[src/rtl/mips_pkg.sv]
// Shared mips32 pipeline definitions: opcodes, instruction field positions,
// the bubble word and the sequencer state type.
package mips_pkg;

    localparam logic [5:0] OP_LD   = 6'b110000;
    localparam logic [5:0] OP_ST   = 6'b110001;
    localparam logic [5:0] OP_BEQZ = 6'b110100;
    localparam logic [5:0] OP_BNEZ = 6'b110101;
    localparam logic [5:0] OP_HLT  = 6'b111111;

    localparam int OP_MSB  = 31;
    localparam int OP_LSB  = 26;
    localparam int RD_MSB  = 25;
    localparam int RD_LSB  = 21;
    localparam int RS1_MSB = 20;
    localparam int RS1_LSB = 16;
    localparam int RS2_MSB = 15;
    localparam int RS2_LSB = 11;

    // Word loaded into a pipeline register to turn it into a bubble.
    localparam logic [31:0] NOP_WORD = 32'h0000_0000;

    typedef enum logic [1:0] {
        ST_RUN    = 2'd0,
        ST_DRAIN  = 2'd1,
        ST_HALTED = 2'd2
    } state_t;

endpackage

[src/rtl/pipe_hazard_ctrl_if.sv]
// Decode-side bus of the hazard sequencer: ID instruction and EX branch flag
// in, pipeline-register controls and status out.
interface pipe_hazard_ctrl_if #(
    parameter int CNT_W = 16
);
    logic [31:0]      ir_id;
    logic             br_taken;
    logic             pc_hold;
    logic             ifid_flush;
    logic             idex_bubble;
    logic             clk_en;
    logic             halted;
    logic [CNT_W-1:0] stall_count;

    // Datapath side: presents the instruction and branch outcome.
    modport master (
        output ir_id, br_taken,
        input  pc_hold, ifid_flush, idex_bubble, clk_en, halted, stall_count
    );

    // Sequencer side.
    modport slave (
        input  ir_id, br_taken,
        output pc_hold, ifid_flush, idex_bubble, clk_en, halted, stall_count
    );
endinterface

[src/rtl/pipe_hazard_ctrl_scoreboard.sv]
// In-flight destination tracker: shifts the ID writer through EX/MEM/WB
// slots and flags a RAW hazard when an ID source hits a checked slot.
module hazard_scoreboard
    import mips_pkg::*;
#(
    parameter int SB_DEPTH  = 3,
    parameter int WB_BYPASS = 1
) (
    input  logic        clk,
    input  logic        rst,
    input  logic        i_en,
    input  logic        i_kill,
    input  logic [31:0] i_ir,
    output logic        o_hazard
);
    // Slots younger than this index are compared; WB is skipped when the
    // register bank writes before it reads.
    localparam int N_CHK = SB_DEPTH - WB_BYPASS;

    logic [5:0]          w_op;
    logic [4:0]          w_rd;
    logic [4:0]          w_rs1;
    logic [4:0]          w_rs2;
    logic                w_writer;
    logic                w_use_rs1;
    logic                w_use_rs2;
    logic                w_use_rd;
    logic                w_unused_bits;
    logic [SB_DEPTH-1:0] r_valid;
    logic [4:0]          r_reg [SB_DEPTH];
    logic [SB_DEPTH-1:0] w_match;

    assign w_op  = i_ir[OP_MSB:OP_LSB];
    assign w_rd  = i_ir[RD_MSB:RD_LSB];
    assign w_rs1 = i_ir[RS1_MSB:RS1_LSB];
    assign w_rs2 = i_ir[RS2_MSB:RS2_LSB];

    // Immediate bits and the oldest slot are not needed for matching.
    assign w_unused_bits = ^{i_ir[RS2_LSB-1:0], r_valid[SB_DEPTH-1], r_reg[SB_DEPTH-1]};

    // R0 is hard-wired, so an instruction targeting it never occupies a slot.
    assign w_writer  = (!w_op[5] || (w_op == OP_LD)) && (w_rd != 5'd0);
    assign w_use_rs1 = !w_op[5] || (w_op == OP_LD) || (w_op == OP_ST) ||
                       (w_op == OP_BEQZ) || (w_op == OP_BNEZ);
    assign w_use_rs2 = (w_op[5:4] == 2'b00);
    assign w_use_rd  = (w_op == OP_ST);

    // Advance the slots one stage; a killed or stalled ID enters as invalid.
    always_ff @(posedge clk) begin
        if (!rst) begin
            r_valid <= '0;
            for (int i = 0; i < SB_DEPTH; i++) begin
                r_reg[i] <= 5'd0;
            end
        end else if (i_en) begin
            r_valid[0] <= w_writer && !i_kill;
            r_reg[0]   <= w_rd;
            for (int i = 1; i < SB_DEPTH; i++) begin
                r_valid[i] <= r_valid[i-1];
                r_reg[i]   <= r_reg[i-1];
            end
        end
    end

    genvar gi;
    generate
        for (gi = 0; gi < SB_DEPTH; gi++) begin : g_match
            if (gi < N_CHK) begin : g_chk
                assign w_match[gi] = r_valid[gi] && (
                    (w_use_rs1 && (w_rs1 != 5'd0) && (w_rs1 == r_reg[gi])) ||
                    (w_use_rs2 && (w_rs2 != 5'd0) && (w_rs2 == r_reg[gi])) ||
                    (w_use_rd  && (w_rd  != 5'd0) && (w_rd  == r_reg[gi])));
            end else begin : g_skip
                assign w_match[gi] = 1'b0;
            end
        end
    endgenerate

    assign o_hazard = |w_match;

endmodule

[src/rtl/pipe_hazard_ctrl.sv]
// Pipeline sequencer: RAW stalls, taken-branch flushes and HALT drain for the
// 5-stage mips32 datapath. Runs on the ungated clock.
module pipe_hazard_ctrl
    import mips_pkg::*;
#(
    parameter int SB_DEPTH  = 3,
    parameter int WB_BYPASS = 1,
    parameter int CNT_W     = 16
) (
    input  logic               clk,
    input  logic               rst,
    pipe_hazard_ctrl_if.slave  bus
);
    localparam int DC_W = $clog2(SB_DEPTH + 1);

    state_t           r_state;
    state_t           w_state_next;
    logic [DC_W-1:0]  r_drain_cnt;
    logic [DC_W-1:0]  w_drain_next;
    logic [CNT_W-1:0] r_stall_count;
    logic             w_hazard;
    logic             w_is_halt;
    logic             w_sb_en;
    logic             w_pc_hold;
    logic             w_flush;
    logic             w_bubble;
    logic             w_clk_en;
    logic             w_halted;
    logic             w_stall_inc;

    assign w_is_halt = (bus.ir_id[OP_MSB:OP_LSB] == OP_HLT);
    assign w_sb_en   = (r_state != ST_HALTED);

    hazard_scoreboard #(
        .SB_DEPTH  (SB_DEPTH),
        .WB_BYPASS (WB_BYPASS)
    ) u_sb (
        .clk      (clk),
        .rst      (rst),
        .i_en     (w_sb_en),
        .i_kill   (w_flush | w_bubble),
        .i_ir     (bus.ir_id),
        .o_hazard (w_hazard)
    );

    // Next state and pipeline controls; branch beats HALT beats hazard.
    always_comb begin
        w_state_next = r_state;
        w_drain_next = r_drain_cnt;
        w_pc_hold    = 1'b0;
        w_flush      = 1'b0;
        w_bubble     = 1'b0;
        w_clk_en     = 1'b1;
        w_halted     = 1'b0;
        w_stall_inc  = 1'b0;
        case (r_state)
            ST_RUN: begin
                if (bus.br_taken) begin
                    w_flush  = 1'b1;
                    w_bubble = 1'b1;
                end else if (w_is_halt) begin
                    w_pc_hold    = 1'b1;
                    w_flush      = 1'b1;
                    w_state_next = ST_DRAIN;
                    w_drain_next = DC_W'(SB_DEPTH);
                end else if (w_hazard) begin
                    w_pc_hold   = 1'b1;
                    w_bubble    = 1'b1;
                    w_stall_inc = 1'b1;
                end
            end
            ST_DRAIN: begin
                if (bus.br_taken) begin
                    // An older branch in EX makes the HALT wrong-path.
                    w_flush      = 1'b1;
                    w_bubble     = 1'b1;
                    w_state_next = ST_RUN;
                    w_drain_next = '0;
                end else begin
                    w_pc_hold    = 1'b1;
                    w_flush      = 1'b1;
                    w_bubble     = 1'b1;
                    w_drain_next = r_drain_cnt - 1'b1;
                    if (r_drain_cnt == DC_W'(1)) begin
                        w_state_next = ST_HALTED;
                    end
                end
            end
            ST_HALTED: begin
                w_pc_hold = 1'b1;
                w_clk_en  = 1'b0;
                w_halted  = 1'b1;
            end
            default: begin
                w_state_next = ST_RUN;
            end
        endcase
        if (!rst) begin
            w_pc_hold   = 1'b0;
            w_flush     = 1'b0;
            w_bubble    = 1'b0;
            w_clk_en    = 1'b1;
            w_halted    = 1'b0;
            w_stall_inc = 1'b0;
        end
    end

    // Sequencer state and drain countdown.
    always_ff @(posedge clk) begin
        if (!rst) begin
            r_state     <= ST_RUN;
            r_drain_cnt <= '0;
        end else begin
            r_state     <= w_state_next;
            r_drain_cnt <= w_drain_next;
        end
    end

    // Hazard-stall cycle counter, holds at all-ones.
    always_ff @(posedge clk) begin
        if (!rst) begin
            r_stall_count <= '0;
        end else if (w_stall_inc && (r_stall_count != '1)) begin
            r_stall_count <= r_stall_count + 1'b1;
        end
    end

    assign bus.pc_hold     = w_pc_hold;
    assign bus.ifid_flush  = w_flush;
    assign bus.idex_bubble = w_bubble;
    assign bus.clk_en      = w_clk_en;
    assign bus.halted      = w_halted;
    assign bus.stall_count = r_stall_count;

endmodule

[src/flat_wrapper.sv]
// flat-port wrapper written by rule: the top's interface ports become plain ports
module pipe_hazard_ctrl_flat import mips_pkg::*;
#(
    parameter int SB_DEPTH  = 3,
    parameter int WB_BYPASS = 1,
    parameter int CNT_W     = 16
)
  (clk, rst, bus_ir_id, bus_br_taken, bus_pc_hold, bus_ifid_flush, bus_idex_bubble, bus_clk_en, bus_halted, bus_stall_count);
  pipe_hazard_ctrl_if #(.CNT_W(CNT_W)) bus_i ();
  input  logic clk;
  input  logic rst;
  input wire logic [$bits(bus_i.ir_id)-1:0] bus_ir_id;
  input wire logic [$bits(bus_i.br_taken)-1:0] bus_br_taken;
  output wire logic [$bits(bus_i.pc_hold)-1:0] bus_pc_hold;
  output wire logic [$bits(bus_i.ifid_flush)-1:0] bus_ifid_flush;
  output wire logic [$bits(bus_i.idex_bubble)-1:0] bus_idex_bubble;
  output wire logic [$bits(bus_i.clk_en)-1:0] bus_clk_en;
  output wire logic [$bits(bus_i.halted)-1:0] bus_halted;
  output wire logic [$bits(bus_i.stall_count)-1:0] bus_stall_count;
  assign bus_i.ir_id = bus_ir_id;
  assign bus_i.br_taken = bus_br_taken;
  assign bus_pc_hold = bus_i.pc_hold;
  assign bus_ifid_flush = bus_i.ifid_flush;
  assign bus_idex_bubble = bus_i.idex_bubble;
  assign bus_clk_en = bus_i.clk_en;
  assign bus_halted = bus_i.halted;
  assign bus_stall_count = bus_i.stall_count;
  pipe_hazard_ctrl #(.SB_DEPTH(SB_DEPTH), .WB_BYPASS(WB_BYPASS), .CNT_W(CNT_W)) u_core (.clk(clk), .rst(rst), .bus(bus_i));
endmodule
[config.mk]
export PLATFORM = sky130hd
export DESIGN_NAME = pipe_hazard_ctrl_flat
export DESIGN_NICKNAME = d
export VERILOG_FILES = /design/src/rtl/mips_pkg.sv /design/src/rtl/pipe_hazard_ctrl_if.sv /design/src/rtl/pipe_hazard_ctrl_scoreboard.sv /design/src/rtl/pipe_hazard_ctrl.sv /design/src/flat_wrapper.sv
export SDC_FILE = /design/constraint.sdc
export NUM_CORES = 1
export LEC_CHECK = 0
export ABC_CLOCK_PERIOD_IN_PS = 3560
export CAP_MARGIN = 30
export CORE_UTILIZATION = 35
export DETAILED_ROUTE_END_ITERATION = 10
export GPL_TIMING_DRIVEN = 0
export HOLD_SLACK_MARGIN = 0.05
export SYNTH_ARGS = -nofsm -noshare
export SYNTH_HDL_FRONTEND = slang
export SYNTH_SLANG_ARGS = --single-unit
[constraint.sdc]
create_clock -name clk -period 3.56 [get_ports clk]
set_clock_uncertainty 0.15 [all_clocks]
set_input_delay 0.534 -clock clk [delete_from_list [all_inputs] [get_ports clk]]
set_output_delay 0.534 -clock clk [all_outputs]
set_load 0.01 [all_outputs]
==> flow_summary.json, run 1 <==
{
  "fin_crit_sh_pct": 95.5,
  "cp_max_fo": 4,
  "p_per_area_nw_per_um2": 292,
  "wl_per_cell_um": 13.1,
  "min_path_type": "reg -> reg",
  "fill_cells": 522,
  "power_switching_share_pct": 23.9,
  "cp-start-kind": "primary input",
  "end_kind": "primary output",
  "grt_start_max_net_pins": 14,
  "clock_sinks": 32,
  "drtIter0Drc": 67,
  "final_util_pct": 49.3,
  "numCtsBuffers": 5,
  "drc": 0,
  "synth_area_per_cell_sq_um": 8.84,
  "worstPathRequired_ps": 2880,
  "r2r_slack_ps": 1290,
  "multi_input_area_sq_um": 1170,
  "fmax_mhz": 294,
  "switchingPower_w": 0.000181,
  "rows": 26,
  "die_area_sq_um": 5910,
  "arrival_ps": 2720,
  "cts_tree": "done",
  "min-delay-start": "u_core.bus.stall_count[15]$_SDFFE_PN0P_",
  "wl_um": 4510,
  "portBuffers": 44,
  "status": "complete, no violations",
  "clk_pin_slew_worst_paths_ps": 70,
  "syn2layout_area_growth_pct": 31.6,
  "start_util_pct": 37.5,
  "synth_async_sr_flop_share_pct": 0,
  "setup_viol": 0,
  "dr.pass1.iters": 4,
  "intPower_w": 0.000575,
  "reg2reg_from": "u_core.u_sb.r_reg[0][4]$_SDFFCE_PN0P_",
  "whs_ps": 338,
  "drive_gt1_share_pct": 4.73,
  "htreeDepth": 2,
  "largest_reg_flops": 16,
  "yosysTopAreaCell": "dfxtp_1",
  "track_usage_pct": 16.2,
  "synth_ff_type": "dfxtp_1",
  "synthXorXnorAreaFrac_pct": 14.3,
  "r2r_end": "u_core.bus.stall_count[9]$_SDFFE_PN0P_",
  "die_h_um": 76.9,
  "grt_setup_unrepaired": "false",
  "synth-simple-area-share_pct": 29.0,
  "synthMuxAreaShare_pct": 5.10,
  "synthCells": 222,
  "clk_latency_ps": 280,
  "synth_edf_count": 10,
  "grt_pass1_vias": 1635,
  "clock_path_buffers": 2,
  "yosysUniqueCellTypes": 40,
  "final-seq-area_sq_um": 741,
  "max_slew_margin_pct": 66.0,
  "synth_adder_area_share_pct": 1.27,
  "die_w_um": 76.9,
  "via_count": 1715,
  "finalHoldViolations": 0,
  "overflow": 0,
  "synth_compound_area_share_pct": 9.69,
  "reg2reg_depth": 9,
  "irDropWorstVdd_uv": 227,
  "avgViaCountPerCell": 4.97,
  "grt_pass1_wl_um": 7590,
  "ys_seq_area_share_pct": 37.7,
  "dpl.hpwl_um": 3410,
  "core_area_sq_um": 5240,
  "yosysWarnings": 0,
  "synthTopCellsByArea": "dfxtp_1, edfxtp_1, xnor2_1",
  "synth.most_common_cell": "xnor2_1",
  "ant_nets": 0,
  "io_pins": 56,
  "holdPathStages": 2,
  "synth_top_area_share_pct": 22.4,
  "synth_common_cells": "xnor2_1, nand2_1, dfxtp_1",
  "yosys_register_bits": 32,
  "sequentialPowerShare_pct": 52.0,
  "p_leak_nw": 0.986,
  "synth.cell_area_sq_um": 1960,
  "fin_nets": 311,
  "clkPwrFrac_pct": 34.8,
  "n_antenna_cell": 0,
  "critical_path_class": "in -> out",
  "synth_top_family_by_area": "simple AND/OR/NAND/NOR gates",
  "tightest_slew_ps": 508,
  "timing.final.ws_setup_ps": 158,
  "finalCriticalPeriod_ps": 3400,
  "syn_nets": 259,
  "combPwrFrac_pct": 13.3,
  "post-place-ws_ps": -91.4,
  "antenna_found_initial": 0,
  "drv_cap": 0,
  "holdPathEnd": "u_core.bus.stall_count[15]$_SDFFE_PN0P_",
  "drv_slew": 0,
  "place_congestion": 0.766,
  "hold_buffers": 0,
  "root_buffer": "clkbuf_8"
}
-- cell families (layout without fill, tap and decap cells) --
family,count (synthesis),after routing
compound gates,25,25
fa+ha+maj,2,2
mux,10,10
xor+xnor,32,32
flops,32,32
buf+inv,13,66
simple gates,108,108
-- timing repair --
item	CTS	global route
gates resized for setup	2	1
buffers inserted	0	1
cloned	0	0
endpoints found under the setup margin	1	2
pin swaps	0	1
-- metal layers --
metal | GRT usage [%] | wire [um] | vias up
li1 | - | - | 887
met1 | 21.8 | 2260 | 780
met2 | 24.8 | 1920 | 41
met3 | 4.52 | 275 | 7
met4 | 4.81 | 51 | 0
met5 | 0 | 0 | -
-- worst max path at each step --
stage | cells past startpoint | slack [ps] | to | start
3_5_place_dp | 9 | -90 | bus_pc_hold | bus_ir_id[23]
3_3_place_gp | 9 | -70 | bus_pc_hold | bus_ir_id[23]
6_report | 8 | 160 | bus_idex_bubble | bus_ir_id[17]
4_1_cts | 8 | 20 | bus_idex_bubble | bus_ir_id[17]
5_1_grt | 8 | 40 | bus_idex_bubble | bus_ir_id[23]
2_1_floorplan | 7 | 1060 | bus_pc_hold | bus_ir_id[17]
-- cell usage in the layout, fill, tap and decap left out, types with 3 or more instances in the layout --
cell type / n
nand2b_1: 13
o22ai_1: 3
clkbuf_8: 5
xnor2_1: 32
and2_1: 12
inv_1: 7
mux2i_1: 10
dfxtp_1: 22
and3_1: 6
nor3_1: 5
nand3_1: 6
edfxtp_1: 10
nand4_1: 14
clkbuf_1: 6
a21oi_1: 8
clkdlybuf4s50_1: 43
nor2_1: 15
nand2_1: 26
-- stage by stage --
stage                     TNS, ps  instance area [sq um]  std cells  power [W]
after global placement      -69.5                   2490        336   0.000500
after floorplan                 0                   1960        222   0.000450
after CTS                       0                   2570        344   0.000768
final                           0                   2580        345   0.000755
after detailed placement    -91.4                   2490        336   0.000501
after global routing            0                   2580        345   0.000792
-- power groups by stage --
stage          Combinational [W]  Clock (W)  Sequential [W]
2_1_floorplan          0.0000525          0        0.000397
3_3_place_gp           0.0000998          0        0.000401
4_1_cts                 0.000101   0.000274        0.000392
5_1_grt                 0.000110   0.000289        0.000393
3_5_place_dp            0.000101          0        0.000400
6_report                0.000100   0.000263        0.000392
-- final cells by class --
cell class	count	area share, %
buffer	6	1.21
inverter	7	1.02
timing repair buffer	45	17.3
tap	70	3.39
clock inverter	1	0.145
sequential	32	28.7
clock buffer	7	2.95
multi-input combinational	177	45.3
-- critical path: stages --
cell and delay [ps]:
clkdlybuf4s50_1 470, or4_1 540, nor2_1 130, a21oi_1 80, a22oi_4 190, and2_4 190, a21oi_1 80, clkdlybuf4s50_1 490
Note: power is estimated with default switching activity, not from simulation.
==> inputs of run 2 (changes only) <==
CORE_UTILIZATION = 51   (was 35)
CTS_CLUSTER_DIAMETER = 200   (was default)
PLACE_DENSITY = 0.85   (was default)
==> run 2 against run 1 <==
- count of clock-buffer cells in the layout rose by 1
- non-clock buffer count fell by 1
- first-iteration DRC count rose by 13%
- cell count fell by 6.7%
- combinational power barely moved
- hold slack improved by 10 ps
- die area fell by 31%
- critical path type unchanged
- critical endpoint is now bus_pc_hold
==> flow_summary.json, run 2 (synthesized netlist as in run 1, its figures left out) <==
{
  "status": "complete, no violations",
  "cp-start-kind": "primary input",
  "cp-startpoint": "bus_ir_id[17]",
  "syn2layout_area_growth_pct": 30.5,
  "place_congestion": 0.806,
  "drv_cap": 0,
  "end_kind": "primary output",
  "r2r_end": "u_core.bus.stall_count[7]$_SDFFE_PN0P_",
  "clk_latency_ps": 290,
  "finalCriticalPeriod_ps": 3380,
  "layout_common_cells": "clkdlybuf4s50_1, xnor2_1, nand2_1",
  "p_leak_nw": 0.993,
  "finalHoldViolations": 0,
  "worstPathRequired_ps": 2880,
  "path_buf_inv": 2,
  "use_met3_pct": 5.89,
  "start_util_pct": 53.2,
  "grt_pass1_wl_um": 7420,
  "dr.pass1.iters": 4,
  "overflow": 0,
  "r2r_slack_ps": 1390,
  "fin_nets": 310,
  "design_area_sq_um": 2560,
  "wl_per_cell_um": 14.1,
  "grt_start_max_net_pins": 14,
  "avgViaCountPerCell": 5.54,
  "grt_pass1_vias": 1706,
  "irDropWorstVdd_uv": 257,
  "use_met1_pct": 27.9,
  "slowest_stage": "or4_1",
  "htreeDepth": 2,
  "clk_pin_slew_worst_paths_ps": 60,
  "numCtsBuffers": 5,
  "core_area_sq_um": 3690,
  "hold_buffers": 0,
  "gr-max-usage-layer": "met2",
  "io_pins": 56,
  "root_buffer": "clkbuf_8",
  "holdPathStages": 2,
  "final_common_cell": "clkdlybuf4s50_1",
  "die_w_um": 64.0,
  "crit_family": "simple AND/OR/NAND/NOR gates",
  "ant_nets": 0,
  "grt_use_met2_pct": 40.4,
  "via_count": 1785,
  "holdPathEnd": "u_core.bus.stall_count[10]$_SDFFE_PN0P_",
  "die_area_sq_um": 4100,
  "slowest_delay_ps": 530,
  "min_path_type": "reg -> reg",
  "placed_area_sq_um": 2460,
  "reg2reg_from": "u_core.u_sb.r_reg[0][3]$_SDFFCE_PN0P_",
  "p_per_area_nw_per_um2": 306,
  "drc": 0,
  "antenna_found_initial": 0,
  "grt_setup_unrepaired": "false",
  "setup_viol": 0,
  "post_cts_buffers": 0,
  "fmax_mhz": 296,
  "wl_um": 4530,
  "drive_gt1_share_pct": 4.74,
  "portBuffers": 44,
  "fin_crit_sh_pct": 94.9,
  "rows": 22,
  "dpl.hpwl_um": 3310,
  "max_slew_margin_pct": 67.5,
  "clock_sinks": 32,
  "tightest_slew_ps": 486,
  "drtIter0Drc": 76,
  "largest_reg_flops": 16,
  "reg2reg_depth": 8,
  "min-delay-start": "u_core.bus.stall_count[10]$_SDFFE_PN0P_",
  "n_antenna_cell": 0,
  "clock_path_buffers": 2,
  "worstPathCellList": "clkdlybuf4s50_1, or4_1, nor2_1, a21oi_1, a22oi_4, and2_4, a211o_1, nand2_1, dlygate4sd2_1",
  "cts_tree": "done",
  "arrival_ps": 2690,
  "setup_tns_ps": 0,
  "critical_path_class": "in -> out",
  "cp_max_fo": 4,
  "drv_slew": 0,
  "track_usage_pct": 23.8,
  "die_h_um": 64.0
}
[run 2: layer usage]
metal	vias up	part of all wire, %	wire length, um
li1	882	-	-
met5	-	0	0
met4	0	1.3	61
met3	5	7.3	332
met2	59	47	2140
met1	839	44	1990
[run 2: layout make-up]
class | count | area [sq um]
Multi-Input combinational cell | 177 | 1170
Tap cell | 48 | 60.1
Buffer | 6 | 31.3
Fill cell | 296 | 1130
Timing Repair Buffer | 44 | 442
Inverter | 7 | 26.3
Sequential cell | 32 | 741
Clock buffer | 8 | 90.1
[run 2: report_power, final]
| group | switching (W) | internal, W |
|---|---|---|
| sequential | 0.0000102 | 0.000382 |
| clock | 0.000131 | 0.000157 |
| combinational | 0.0000453 | 0.0000559 |
| total | 0.000187 | 0.000596 |
[run 2: worst max path at each step]
stage / endpoint / slack [ps] / depth (start not counted)
global placement: bus_pc_hold / -50 / 9
finish: bus_pc_hold / 180 / 9
global route: bus_pc_hold / 50 / 9
detailed placement: bus_pc_hold / -60 / 9
CTS: bus_idex_bubble / 50 / 8
floorplan: bus_pc_hold / 1060 / 7
[run 2: worst register-to-register path: stages (launching register included)]
cell	delay, ps
edfxtp_1	480
xnor2_1	210
nand4_1	120
o22ai_1	220
nand3_2	150
a21oi_4	300
buf_6	190
nand3_1	100
mux2i_1	140
[run 2: stage by stage]
step	utilization, %	hold WS [ps]	total power [W]	worst slack (ps)	instances
4_1_cts	69.3	351	0.000787	49.9	322
2_1_floorplan	-	314	0.000450	1060	222
6_report	69.4	348	0.000783	181	322
3_3_place_gp	66.8	320	0.000498	-51.1	314
3_5_place_dp	66.8	339	0.000501	-59.7	314
5_1_grt	69.4	374	0.000809	49.2	322
[run 2: what timing repair did]
action	in CTS	in global routing
gates cloned	0	0
endpoints found under the setup margin	1	1
hold endpoints to repair	0	0
resized for setup	2	2
